### config.mk
export PLATFORM = sky130hd
export DESIGN_NAME = mem_burst_requester
export DESIGN_NICKNAME = d
export VERILOG_FILES = /design/src/rtl/mem_req_pkg.sv /design/src/rtl/mem_rsp_packer.sv /design/src/rtl/mem_burst_requester.sv
export SDC_FILE = /design/constraint.sdc
export NUM_CORES = 1
export LEC_CHECK = 0
export BUFFER_PORTS_ARGS = -buffer_cell sky130_fd_sc_hd__clkbuf_2
export CORE_ASPECT_RATIO = 1.1
export CORE_MARGIN = 4
export CORE_UTILIZATION = 41
export DETAILED_ROUTE_END_ITERATION = 7
export PLACE_DENSITY = 0.79
export SYNTH_ARGS = -nofsm -noshare
export SYNTH_HDL_FRONTEND = slang
export SYNTH_SLANG_ARGS = --single-unit
export TNS_END_PERCENT = 100
### constraint.sdc
create_clock -name clk -period 1.8 [get_ports clk]
set_input_delay 0.54 -clock clk [delete_from_list [all_inputs] [get_ports clk]]
set_output_delay 0.54 -clock clk [all_outputs]
set_load 0.01 [all_outputs]
### src/rtl/mem_req_pkg.sv
// Shared types and constants for the byte-wide data memory burst requester.
// Build option MEM_REQ_BURST_EN enables 1..4 beat bursts (single beat otherwise).
package mem_req_pkg;

    localparam int ADDR_W    = 5;
    localparam int BYTE_W    = 8;
    localparam int LEN_W     = 2;
    localparam int MAX_BEATS = 4;

    typedef enum logic [2:0] {
        IDLE,
        READ,
        WRITE,
        DRAIN,
        RESP
    } state_t;

endpackage

### src/rtl/mem_rsp_packer.sv
// Packs bytes returned by the memory into lanes of the 32-bit load response.
// With MEM_REQ_BURST_EN undefined only lane 0 is built.
module mem_rsp_packer
    import mem_req_pkg::*;
#(
    parameter int BYTE_W = mem_req_pkg::BYTE_W,
    parameter int LEN_W  = mem_req_pkg::LEN_W
) (
    input  logic                          clk,
    input  logic                          rst,
    input  logic                          clr_i,
    input  logic                          beat_valid_i,
    input  logic [LEN_W-1:0]              lane_i,
    input  logic [BYTE_W-1:0]             byte_i,
    output logic [MAX_BEATS*BYTE_W-1:0]   data_o
);

`ifdef MEM_REQ_BURST_EN
    logic [MAX_BEATS*BYTE_W-1:0] pack_q;

    always_ff @(posedge clk) begin
        if (rst || clr_i) begin
            pack_q <= '0;
        end else if (beat_valid_i) begin
            pack_q[lane_i*BYTE_W +: BYTE_W] <= byte_i;
        end
    end

    assign data_o = pack_q;
`else
    logic [BYTE_W-1:0] lane0_q;
    logic              unused_lane;

    always_ff @(posedge clk) begin
        if (rst || clr_i) begin
            lane0_q <= '0;
        end else if (beat_valid_i) begin
            lane0_q <= byte_i;
        end
    end

    assign data_o      = {{((MAX_BEATS-1)*BYTE_W){1'b0}}, lane0_q};
    assign unused_lane = ^lane_i;
`endif

endmodule

### src/rtl/mem_burst_requester.sv
// Byte-per-cycle load/store initiator for the 32 x 8-bit data memory.
// Build option MEM_REQ_BURST_EN enables 1..4 beat bursts (single beat otherwise).
module mem_burst_requester
    import mem_req_pkg::*;
#(
    parameter int ADDR_W = mem_req_pkg::ADDR_W,
    parameter int BYTE_W = mem_req_pkg::BYTE_W,
    parameter int LEN_W  = mem_req_pkg::LEN_W
) (
    input  logic                  clk,
    input  logic                  rst,
    input  logic                  req_valid,
    output logic                  req_ready,
    input  logic                  req_write,
    input  logic [ADDR_W-1:0]     req_addr,
    input  logic [LEN_W-1:0]      req_len,
    input  logic [4*BYTE_W-1:0]   req_wdata,
    output logic                  rsp_valid,
    output logic [4*BYTE_W-1:0]   rsp_data,
    output logic [ADDR_W-1:0]     mem_address,
    output logic [BYTE_W-1:0]     mem_write_data,
    output logic                  mem_read,
    output logic                  mem_write,
    input  logic [BYTE_W-1:0]     mem_out
);

    state_t                state_q, state_d;
    logic                  write_q;
    logic [ADDR_W-1:0]     addr_q;
    logic                  bv_q, bv_d;
    logic [LEN_W-1:0]      lane_q;
    logic [LEN_W-1:0]      beat_q;
    logic                  last_beat;
    logic                  accept;
    logic [BYTE_W-1:0]     wbyte;
    logic [4*BYTE_W-1:0]   pack;

`ifdef MEM_REQ_BURST_EN
    logic [LEN_W-1:0]      beat_d;
    logic [LEN_W-1:0]      len_q;
    logic [4*BYTE_W-1:0]   wdata_q;

    always_ff @(posedge clk) begin
        if (rst) begin
            beat_q  <= '0;
            len_q   <= '0;
            wdata_q <= '0;
        end else begin
            beat_q <= beat_d;
            if (accept) begin
                len_q   <= req_len;
                wdata_q <= req_wdata;
            end
        end
    end

    always_comb begin
        beat_d = beat_q;
        if (accept) begin
            beat_d = '0;
        end else if (state_q == READ || state_q == WRITE) begin
            beat_d = last_beat ? '0 : beat_q + 1'b1;
        end
    end

    assign last_beat = (beat_q == len_q);
    assign wbyte     = wdata_q[beat_q*BYTE_W +: BYTE_W];
`else
    logic [BYTE_W-1:0]     wdata_q;
    logic                  unused_req;

    always_ff @(posedge clk) begin
        if (rst) begin
            wdata_q <= '0;
        end else if (accept) begin
            wdata_q <= req_wdata[BYTE_W-1:0];
        end
    end

    assign beat_q     = '0;
    assign last_beat  = 1'b1;
    assign wbyte      = wdata_q;
    assign unused_req = ^{req_len, req_wdata[4*BYTE_W-1:BYTE_W]};
`endif

    always_ff @(posedge clk) begin
        if (rst) begin
            state_q <= IDLE;
            write_q <= 1'b0;
            addr_q  <= '0;
            bv_q    <= 1'b0;
            lane_q  <= '0;
        end else begin
            state_q <= state_d;
            bv_q    <= bv_d;
            lane_q  <= beat_q;
            if (accept) begin
                write_q <= req_write;
                addr_q  <= req_addr;
            end
        end
    end

    // Read data returns a cycle late, so the beat tag is delayed to match.
    always_comb begin
        state_d        = state_q;
        accept         = 1'b0;
        bv_d           = 1'b0;
        req_ready      = 1'b0;
        rsp_valid      = 1'b0;
        rsp_data       = '0;
        mem_read       = 1'b0;
        mem_write      = 1'b0;
        mem_address    = '0;
        mem_write_data = '0;
        unique case (state_q)
            IDLE: begin
                req_ready = 1'b1;
                if (req_valid) begin
                    accept  = 1'b1;
                    state_d = req_write ? WRITE : READ;
                end
            end
            READ: begin
                mem_read    = 1'b1;
                mem_address = addr_q + ADDR_W'(beat_q);
                bv_d        = 1'b1;
                if (last_beat) begin
                    state_d = DRAIN;
                end
            end
            WRITE: begin
                mem_write      = 1'b1;
                mem_address    = addr_q + ADDR_W'(beat_q);
                mem_write_data = wbyte;
                if (last_beat) begin
                    state_d = RESP;
                end
            end
            DRAIN: begin
                state_d = RESP;
            end
            RESP: begin
                rsp_valid = 1'b1;
                rsp_data  = write_q ? '0 : pack;
                state_d   = IDLE;
            end
            default: begin
                state_d = IDLE;
            end
        endcase
    end

    mem_rsp_packer #(
        .BYTE_W (BYTE_W),
        .LEN_W  (LEN_W)
    ) u_packer (
        .clk          (clk),
        .rst          (rst),
        .clr_i        (accept),
        .beat_valid_i (bv_q),
        .lane_i       (lane_q),
        .byte_i       (mem_out),
        .data_o       (pack)
    );

endmodule

After elaboration in Yosys (flattened, before gate mapping). Index checks and enable logic that the tools add are counted.

Eq/ne operators: 5. Multiplexer cells: 13. Reduce and logical (&&, ||, !) cells: 4.

Operators with widths (number): 2-to-1 mux 8 bit (3); case mux 3 bit (3 select lines) (1); == test 3 x 2 -> 1 bit (second input constant) (2); 2-to-1 mux 1 bit (6); 2-to-1 mux 5 bit (1); OR reduction 2 bit (2); == test 3 x 1 -> 1 bit (second input constant) (1); == test 3 bit (second input constant) (1); logical NOT 3 bit (1); 2-to-1 mux 3 bit (1); 2-to-1 mux 2 bit (1); inequality test 2 bit (second input constant) (1); logical OR 1 bit (1).

Register bits after elaboration: 26. Input port bits: 51. Output and inout bits: 49. Word-level logic and storage cells: 28.

Logic depth before layout (Yosys ltp).
Word-level depth: 3. Gate-level depth with buffers: 4. Depth with buffers taken out: 2.

By module. Synthesis repeated with hierarchy kept, for this count alone.

Cells, all modules: 182. Area total of the unflattened synthesis: 1621.6 µm².

By module, submodules not included: mem_burst_requester (instances 1, cells each 130, area each 1142.3 µm², sequential area each 360.3 µm²); mem_rsp_packer (instances 1, cells each 52, area each 479.2 µm², sequential area each 160.2 µm²).

Least setup slack after synthesis. No wires, ideal clock.

Path type: register -> output. Start: reg state_q[0]. End: out rsp_data[0]. Data arrival time: 1030 ps. Required time: 1260 ps. Setup slack: 230 ps. Cell stages (with the launch flop): 4. Path buffers: 1. Cell sequence: dfxtp_1 -> buf_6 -> nor4b_2 -> and2_1.

Longest elaborated chain between the ends: 2.

RTL lines: from (decl) (line mem_burst_requester.sv:27) `state_t state_q, state_d;`; from (signal assigned) (line mem_burst_requester.sv:94) `state_q <= state_d;`; == test 3 bit (line mem_burst_requester.sv:116) `unique case (state_q)`; 2-to-1 mux 8 bit (line mem_burst_requester.sv:116); to (decl) (line mem_burst_requester.sv:19) `output logic [4*BYTE_W-1:0] rsp_data,`.

Every way passes these cells.

Final worst setup path.
Start: reg state_q[0]. End: out rsp_data[6].

Same word-level chain as after synthesis.

==> results.md <==
Clock network:
- After clock tree synthesis, the clock-pin slew on the worst setup and hold paths is 0.14 ns.
- TritonCTS built the clock tree.
- The clock reaches the later pin of the worst-skew pair after 0.32 ns.
- The number of clock buffers added by TritonCTS is 3.
- The clock tree buffer depth is 2.
- The cell sitting at the root of the clock tree is a clkbuf_4.
- The total clock sinks is 26.
- The H-tree depth is 1.
- The number of hold buffers added after cts is 0.

Routing:
- Once detail routing completed, the nets flagged for antenna violations numbered 0.
- The first routing iteration left 35 violations.
- The per-cell routed wire length is 12.1 um.
- The number of vias after detailed routing is 1189.
- For this run, design rule violations remaining after detail routing come to 0.
- Before antenna repair, the detailed router went through 4 iterations.
- Using the TritonRoute via totals, the vias-per-cell ratio works out to 4.52.
- The routed wire length is 3170 um.

STA:
- Adding up every negative setup slack in the final design gives -1.77 ns.
- In the post-route analysis, the smallest setup slack over all paths is -0.158 ns.
- After layout, the minimum clock period comes to 1.96 ns.
- Of the available clock period, the critical path in the final layout requires 109%.
- Measured against its own limit, the worst slew margin works out to 59.0%.
- The final hold violation count came to 0.
- Setup violations remaining at the end of the flow were counted as 23.
- Setup repair after global routing could not meet its margin everywhere.
- The count of final max-slew check failures was 0.
- At the pin with the least slew margin, the transition time is 0.615 ns.
- The final clock skew is 0.00545 ns.
- Derived from the worst setup path, the maximum achievable clock frequency is 511 MHz.

Power:
- The largest voltage drop on the vdd net is 346 uV.
- The leakage component of the power is 0.935 nW.
- The power density of the placed cells is 716 nW/um^2.

Hold path:
- In this run the most critical hold path is launched from req_wdata[6].
- The min-delay analysis places its worst path in the category input port to flip-flop.
- The number of cells on the worst hold path is 3.
- For hold timing, the worst endpoint is wbyte[6].

Global routing:
- The number of global-route vias before repair was 1120.
- Summed over all layers, the global routing overflow is 0.
- The first global-routing pass estimated 4820 um of wire.
- The total global-route track usage is 12.6%.
- The largest net degree at the start of global routing is 41.
- The number of antenna violations at the first check in global routing is 0.

Layout:
- The finished cells cover 1990 sq um.
- In the layout the commonest cells are clkbuf_2, nand2b_1, conb_1.
- The utilization after layout is 58.3%.
- The number of antenna diodes is 0.
- The number of standard cells in the layout, taps in and fillers out is 263.
- Counting the fill cells in the layout gives 317.
- The commonest non-fill, non-tap cell in the layout is clkbuf_2.
- The total number of nets in the final design is 267.
- The layout overhead on the synthesized area is 34.6%.
- Of the cells placed in the final design, the portion with a size suffix greater than 1 is 44.2%.

Yosys:
- The post-synthesis sequential area ratio is 35.2%.
- The number of register bits inferred by synthesis is 26.
- The number of distinct library cell variants in the gate-level netlist after synthesis is 24.
- The average footprint of a synthesized cell is 9.42 sq um.
- The instance count of the mapped netlist is 157.
- The Yosys step of the flow raised 0 warnings.
- The post-synthesis instance area is 1480 sq um.

Floorplanning:
- The area inside the core boundary is 3410 sq um.
- From bottom edge to top edge, the die measures 71.0 um.
- The floorplan row count is 22.
- Once the floorplan was initialized, standard cells occupied 43.3% of the core.
- The total die area is 4630 sq um.
- Measured along the x axis, the die boundary spans 65.3 um.
- The I/O pin total is 100.

Place:
- The post-place instance area is 1680 sq um.
- Port buffering added 49 buffers.
- The post-place setup slack is 0.0404 ns.
- At the end of routability-driven placement, the weighted congestion stood at 0.732.
- The detailed placement HPWL is 2110 um.
- The number of placed instances, taps included, is 249.

Worst setup path:
- Of all nets on the critical path, the largest fanout is 8.
- The type of the worst setup path is flip-flop to primary output.
- The launching point of the worst reg2reg path is state_q[0].
- The worst register-to-register path has a setup slack of 0.25 ns.
- For the worst setup path, the data required time is 1.26 ns.
- Data on the critical path arrives at its endpoint at 1.42 ns.
- In this run the critical register-to-register path is captured at wbyte[7].
- STA classifies the critical path endpoint as a primary output.
- The number of cells on the worst reg-to-reg path is 6.
- The worst setup path is launched from a flip-flop.

Status:
- The flow ran to the end, but the final reports show violations.
- The final reports fail on negative setup slack.

Run:
- The max-cap violation count is 0.
==> per-layer routing <==
| metal | share of wire [%] | GRT usage (%) | up-vias |
|---|---|---|---|
| li1 | - | - | 600 |
| met1 | 42 | 15.5 | 537 |
| met2 | 50 | 22.0 | 48 |
| met3 | 7.5 | 2.70 | 4 |
| met4 | 0.63 | 3.46 | 0 |
| met5 | 0 | 0 | - |
==> critical path, cell delays in order, from the launching register on <==
cell and delay [ns]:
dfxtp_4 0.40, nor4b_2 0.26, buf_4 0.19, and2_1 0.13
buf_2 0.12
==> how the worst max path moves through the flow <==
| stage | slack, ns | end | cells past startpoint | from |
|---|---|---|---|---|
| 2_1_floorplan | 0.23 | rsp_data[0] | 3 | state_q[0] |
| 3_3_place_gp | 0.06 | mem_address[4] | 3 | state_q[0] |
| 3_5_place_dp | 0.04 | mem_write_data[3] | 3 | state_q[0] |
| 4_1_cts | -0.16 | rsp_data[5] | 4 | state_q[0] |
| 5_1_grt | -0.26 | rsp_data[6] | 4 | state_q[0] |
| 6_report | -0.16 | rsp_data[6] | 4 | state_q[0] |
==> through the flow <==
| step | hold WS, ns | total power, mW |
|---|---|---|
| after floorplan | 0.444 | 0.912 |
| after global placement | 0.455 | 0.953 |
| after detailed placement | 0.461 | 0.961 |
| after CTS | 0.425 | 1.38 |
| after global routing | 0.436 | 1.51 |
| final | 0.439 | 1.43 |
==> power by group <==
| part | internal (mW) | leakage (nW) | total [mW] | switching [mW] |
|---|---|---|---|---|
| Sequential | 0.619 | 0.214 | 0.657 | 0.0372 |
| Clock | 0.225 | 0.0279 | 0.400 | 0.175 |
| Combinational | 0.184 | 0.692 | 0.368 | 0.185 |
| Total | 1.03 | 0.935 | 1.43 | 0.397 |
==> state kept, by name, indices dropped and copies added, names as in the netlist <==
| name | cells |
|---|---|
| write_q | 1 |
| u_packer.lane0_q | 8 |
| addr_q | 5 |
| wbyte | 8 |
| state_q | 3 |
| bv_q | 1 |
==> cells in the mapped netlist, drive strengths merged <==
master / number / area, sq um
conb: 1 / 3.75
a211oi: 2 / 20.0
nor3b: 7 / 52.6
inv: 1 / 3.75
or4: 1 / 7.51
dfxtp: 26 / 521
and3: 8 / 50.1
nor3: 9 / 45.0
mux2i: 22 / 220
buf: 29 / 220
clkbuf: 6 / 23.8
nor2: 2 / 7.51
xnor2: 1 / 8.76
nor4b: 2 / 38.8
and2: 9 / 56.3
or4b: 1 / 10.0
nand2b: 28 / 175
or3b: 1 / 8.76
nor4: 1 / 6.26
==> timing repair <==
item,CTS,global route
resized for setup,8,51
hold endpoints to repair,0,0
gates cloned,0,1
endpoints found under the setup margin,25,25
pin swaps,4,11
setup buffers,2,7
==> area by class of cell <==
cell class	count	area (sq um)	share of cell area (%)
Inverter	1	3.75	0.189
Clock buffer	3	22.5	1.13
Clock inverter	1	30.0	1.51
Timing Repair Buffer	65	447	22.4
Tap cell	48	60.1	3.02
Sequential cell	26	532	26.7
Multi-Input combinational cell	119	896	45.0
==> cells by family after synthesis <==
family / after synthesis / share of synthesized area (%)
xor gates and xnor gates: 1 / 0.592
DFF: 26 / 35.2
muxes: 22 / 14.9
buffers and inverters: 36 / 16.8
and+or+nand+nor: 69 / 31.0
AOI/OAI and AO/OA: 2 / 1.35
other: 1 / 0.254
Power figures use the tool's default switching activity.
